--- config.mk ---
export PLATFORM = sky130hd
export DESIGN_NAME = regfile_decoded
export DESIGN_NICKNAME = d
export VERILOG_FILES = /design/src/rtl/regfile_decoded.sv
export SDC_FILE = /design/constraint.sdc
export NUM_CORES = 2
export LEC_CHECK = 0
export BUFFER_PORTS_ARGS = -buffer_cell sky130_fd_sc_hd__buf_2
export CORE_ASPECT_RATIO = 1.1
export CORE_UTILIZATION = 60
export CTS_CLUSTER_SIZE = 30
export DETAILED_ROUTE_END_ITERATION = 10
export PLACE_DENSITY_LB_ADDON = 0.3
export SYNTH_ARGS = -nofsm -noshare
export SYNTH_HDL_FRONTEND = slang
export SYNTH_SLANG_ARGS = --single-unit
--- constraint.sdc ---
create_clock -name Clk -period 3.9 [get_ports Clk]
set_clock_uncertainty 0.2 [all_clocks]
set_input_delay 0.975 -clock Clk [delete_from_list [all_inputs] [get_ports Clk]]
set_output_delay 0.975 -clock Clk [all_outputs]
set_load 0.005 [all_outputs]
--- src/rtl/regfile_decoded.sv ---
// Parametrised register file: one-hot write decode, two async read ports, sequenced bulk clear.
// Optional write-to-read forwarding when REGFILE_BYPASS_EN is defined.
module regfile_decoded #(
  parameter int DATA_W   = 32,
  parameter int ADDR_W   = 5,
  parameter int ZERO_REG = 1
) (
  input  logic              Clk,
  input  logic              Rst_n,
  input  logic [ADDR_W-1:0] Ard1,
  input  logic [ADDR_W-1:0] Ard2,
  output logic [DATA_W-1:0] Dout1,
  output logic [DATA_W-1:0] Dout2,
  input  logic [ADDR_W-1:0] Awr,
  input  logic [DATA_W-1:0] Din,
  input  logic              WrEn,
  input  logic              ClrReq,
  output logic              Busy,
  output logic              WrDrop
);

  localparam int NUM_REGS = 2**ADDR_W;
  localparam logic [ADDR_W-1:0] LAST = ADDR_W'(NUM_REGS-1);

  typedef enum logic {
    IDLE,
    CLEAR
  } state_e;

  state_e            state_q, state_d;
  logic [ADDR_W-1:0] ptr_q, ptr_d;
  logic              busy_q, busy_d;
  logic              wrdrop_q, wrdrop_d;
  logic [DATA_W-1:0] regs_q [NUM_REGS];
  logic [DATA_W-1:0] regs_d [NUM_REGS];

  logic                zero_hit;
  logic                wr_ok;
  logic                clr_en;
  logic [NUM_REGS-1:0] dec;
  logic [NUM_REGS-1:0] we;

  // Hardwired zero register swallows writes without counting them as drops.
  assign zero_hit = (ZERO_REG != 0) && (Awr == '0);
  assign wr_ok    = WrEn && (state_q == IDLE)
                  && !ClrReq && !zero_hit;

  always_comb begin
    dec = '0;
    for (int i = 0; i < NUM_REGS; i++) begin
      dec[i] = (Awr == ADDR_W'(i));
    end
  end

  assign we = wr_ok ? dec : '0;

  always_comb begin
    state_d = state_q;
    ptr_d   = ptr_q;
    busy_d  = busy_q;
    clr_en  = 1'b0;
    unique case (state_q)
      IDLE: begin
        if (ClrReq) begin
          state_d = CLEAR;
          ptr_d   = '0;
          busy_d  = 1'b1;
        end
      end
      CLEAR: begin
        clr_en = 1'b1;
        if (ptr_q == LAST) begin
          state_d = IDLE;
          ptr_d   = '0;
          busy_d  = 1'b0;
        end else begin
          ptr_d = ptr_q + ADDR_W'(1);
        end
      end
      default: begin
        state_d = IDLE;
        ptr_d   = '0;
        busy_d  = 1'b0;
      end
    endcase
  end

  assign wrdrop_d = WrEn && (busy_q || ClrReq);

  always_comb begin
    regs_d = regs_q;
    for (int i = 0; i < NUM_REGS; i++) begin
      if (we[i]) begin
        regs_d[i] = Din;
      end
      if (clr_en && (ptr_q == ADDR_W'(i))) begin
        regs_d[i] = '0;
      end
    end
  end

  always_ff @(posedge Clk or negedge Rst_n) begin
    if (!Rst_n) begin
      state_q  <= IDLE;
      ptr_q    <= '0;
      busy_q   <= 1'b0;
      wrdrop_q <= 1'b0;
      regs_q   <= '{default: '0};
    end else begin
      state_q  <= state_d;
      ptr_q    <= ptr_d;
      busy_q   <= busy_d;
      wrdrop_q <= wrdrop_d;
      regs_q   <= regs_d;
    end
  end

  // wr_ok already excludes CLEAR and the zero register, so forwarding inherits both.
  always_comb begin
    Dout1 = regs_q[Ard1];
    if ((ZERO_REG != 0) && (Ard1 == '0)) begin
      Dout1 = '0;
    end
`ifdef REGFILE_BYPASS_EN
    if (wr_ok && (Ard1 == Awr)) begin
      Dout1 = Din;
    end
`endif
  end

  always_comb begin
    Dout2 = regs_q[Ard2];
    if ((ZERO_REG != 0) && (Ard2 == '0)) begin
      Dout2 = '0;
    end
`ifdef REGFILE_BYPASS_EN
    if (wr_ok && (Ard2 == Awr)) begin
      Dout2 = Din;
    end
`endif
  end

  assign Busy   = busy_q;
  assign WrDrop = wrdrop_q;

endmodule

==> results.sh <==
export IMPL_fmax_mhz=239
export IMPL_synthAdderAreaFrac_pct=0.164
export IMPL_failed_checks="setup timing"
export IMPL_synth_simple_gate_area_share_pct=2.71
export IMPL_crit_fanout=15
export IMPL_clk_pin_slew_ns=0.06
export IMPL_tightestPinTransition_ns=1.41
export IMPL_pre_cts_slack_ns=-0.515
export IMPL_dr_first_iter_drc_count=8831
export IMPL_setup_viol=51
export IMPL_rsz0062_at_grt="true"
export IMPL_grt_ovfl_total=0
export IMPL_totalWireLength_um=221000
export IMPL_synth_xor_area_share_pct=0.0329
export IMPL_root_buffer="clkbuf_16"
export IMPL_slew_violations=0
export IMPL_reg2regPathDepth=7
export IMPL_timing_final_ws_setup_ns=-0.292
export IMPL_relSlewSlack_pct=5.86
export IMPL_drive_gt1_share_pct=40.4
export IMPL_core_area_sq_mm=0.0879
export IMPL_synth_top_family_by_area="multiplexers"
export IMPL_synth_edff_count=0
export IMPL_vias=46100
export IMPL_route_detailed_drc=0
export IMPL_ys_flop_type="dfrtp_1"
export IMPL_synthMuxAreaShare_pct=22.7
export IMPL_fillers=5020
export IMPL_fin_crit_ns=4.19
export IMPL_cts_made_buffers=104
export IMPL_yosys_warnings=0
export IMPL_hold_viol_final=0
export IMPL_clk_latency_ns=0.70
export IMPL_powerDensity_mw_per_mm2=434
export IMPL_cap_viol_max_count=0
export IMPL_area_growth_synth_to_final_pct=23.3
export IMPL_start_kind="primary input"
export IMPL_fin_nets=4178
export IMPL_hold_class="primary input to async pin"
export IMPL_asyncSetResetFlopFracSynth_pct=100
export IMPL_critical_path_class="primary input to output port"
export IMPL_grt_pass1_wl_um=315000
export IMPL_synth_cell_types=41
export IMPL_syn_area_sq_mm=0.0533
export IMPL_clockBufferDepth=3
export IMPL_synth_seq_cells=1032
export IMPL_synth_avg_cell_area_sq_um=14.0
export IMPL_required_ns=2.72
export IMPL_cts_tree="yes"
export IMPL_dp_hpwl_um=123000
export IMPL_multi_input_comb_area_sq_mm=0.0270
export IMPL_grt_pass1_vias=46000
export IMPL_antenna_found_initial=6
export IMPL_cts_num_sinks=1032
export IMPL_seq_area_sq_mm=0.0258
export IMPL_status="complete, but fails checks"
export IMPL_via_per_inst=8.58
export IMPL_synth_seq_area_share_pct=48.4
export IMPL_worstPathArrival_ns=3.02
export IMPL_io_pins=117
export IMPL_drtAntennaViolNets=0
export IMPL_portBuffers=116
export IMPL_first_pass_iters=9
export IMPL_initial_core_util_pct=60.7
export IMPL_p_total_mw=28.5
export IMPL_cts_htree_levels=3
export IMPL_synth_compound_area_share_pct=21.7
export IMPL_dieArea_sq_mm=0.0900
export IMPL_syn_nets=3858
export IMPL_max_vdd_ir_drop_v=0.000447
export IMPL_p_leak_nw=29.6
export IMPL_gp_congestion=0.956
export IMPL_finalCritPeriodShare_pct=107
export IMPL_netlist_instances=3800
export IMPL_grt_start_max_net_pins=140
export IMPL_wire_per_inst_um=41.1
export IMPL_die_h_um=315
export IMPL_num_rows=114
export IMPL_grt_use_total_pct=48.8
export IMPL_critPathCaptureType="output port"
export IMPL_die_w_um=286
area by class of cell:
type	instances	share of cell area (%)
Multi-Input combinational cell	2262	41.1
Antenna cell	7	0.0266
Inverter	9	0.0552
Clock buffer	143	4.56
Clock inverter	52	1.24
Sequential cell	1032	39.3
Tap cell	1160	2.21
Timing Repair Buffer	711	11.5
critical path, stage by stage:
cell and delay [ns]:
buf_12 0.15, buf_12 0.18, buf_4 0.14, mux2i_1 0.13, a221oi_1 0.45, o21ai_0 0.32
a311oi_4 0.45, buf_2 0.19
synthesized netlist by cell type, types with 20 or more instances:
master    instances  area share [%]
a22oi_1          64            0.90
a22o_1          992              16
dfrtp_1        1032              48
mux2_2           64             1.4
a211oi_1         64            0.90
mux4_2          448              19
o21ai_0         112             1.1
and2_1           34            0.40
clkbuf_1        267             1.9
a221oi_1         48            0.79
a311oi_1         64             1.1
nand2_1          39            0.27
nor3_4           20            0.61
buf_2           212             2.0
mux2i_1         129             2.4
nor2b_1          69            0.81
worst paths after layout:
path	startpoint	to	slack, ns
max	Ard1[2]	Dout1[10]	-0.29
min	Rst_n	regs_q[850]$_DFFE_PN0P_	0.004
max reg2reg	state_q$_DFF_PN0_	regs_q[862]$_DFFE_PN0P_	0.81
min reg2reg	regs_q[1010]$_DFFE_PN0P_	regs_q[1010]$_DFFE_PN0P_	0.31
max in group asynchronous	Rst_n	regs_q[343]$_DFFE_PN0P_	2.39
min in group Clk	regs_q[1010]$_DFFE_PN0P_	regs_q[1010]$_DFFE_PN0P_	0.31
cell usage in the layout, fill, tap and decap left out, types with 19 or more instances in the layout:
cell / count
a22o_1: 992
o21ai_1: 47
a21oi_4: 31
a221oi_1: 21
a22oi_2: 42
clkbuf_16: 108
buf_6: 39
a311oi_2: 39
bufinv_16: 19
a211oi_2: 37
clkinv_2: 20
a211oi_1: 25
mux2_2: 47
buf_4: 400
nor3_4: 31
a311oi_1: 19
mux2i_1: 129
buf_12: 109
and2_1: 32
dfrtp_1: 1032
a22oi_1: 22
o21ai_2: 41
nand2_1: 38
a221oi_2: 25
clkbuf_8: 23
nor2b_1: 62
buf_16: 32
mux4_2: 448
buf_2: 106
timing repair:
item	CTS	global route
resized for setup	301	189
cloned	22	3
endpoints found under the setup margin	64	62
hold buffers	0	0
pin swaps	41	53
buffers inserted	58	44
where the power goes:
group	switching (mW)	internal, mW	total [mW]
Sequential	0.498	11.2	11.7
Clock	4.63	6.66	11.3
Combinational	3.45	2.06	5.51
stage by stage:
| step | util [%] | hold slack, ns | TNS (ns) | cells | cell area (sq um) |
|---|---|---|---|---|---|
| CTS | 73.5 | 0.00218 | -0.323 | 5333 | 64600 |
| finish | 74.8 | 0.00369 | -2.51 | 5376 | 65700 |
| global placement | 66.7 | 0.282 | -14.18 | 5068 | 58600 |
| floorplan | - | 0.267 | 0 | 3800 | 53300 |
| detailed placement | 66.7 | 0.291 | -13.93 | 5068 | 58600 |
| global route | 74.8 | 0.0180 | -2.01 | 5369 | 65700 |
cells by family (layout without fill, tap and decap cells):
kind of cell / count (synthesis) / count (layout)
xor+xnor: 2 / 2
flops: 1032 / 1032
other cells: 0 / 7
fa+ha+maj: 7 / 7
simple gates: 212 / 215
mux: 641 / 641
buf+inv: 509 / 915
compound gates: 1397 / 1397
metal layers:
| layer | wire length (um) | GRT usage, % |
|---|---|---|
| met1 | 70300 | 60.6 |
| met2 | 90600 | 66.6 |
| met3 | 39600 | 23.0 |
| met4 | 20500 | 36.0 |
| met5 | 142 | 0.532 |
registers in the layout (all words and copies together) (netlist names):
name	flops
state_q	1
regs_q	1024
WrDrop	1
ptr_q	5
Busy	1
Power figures use the tool's default switching activity.
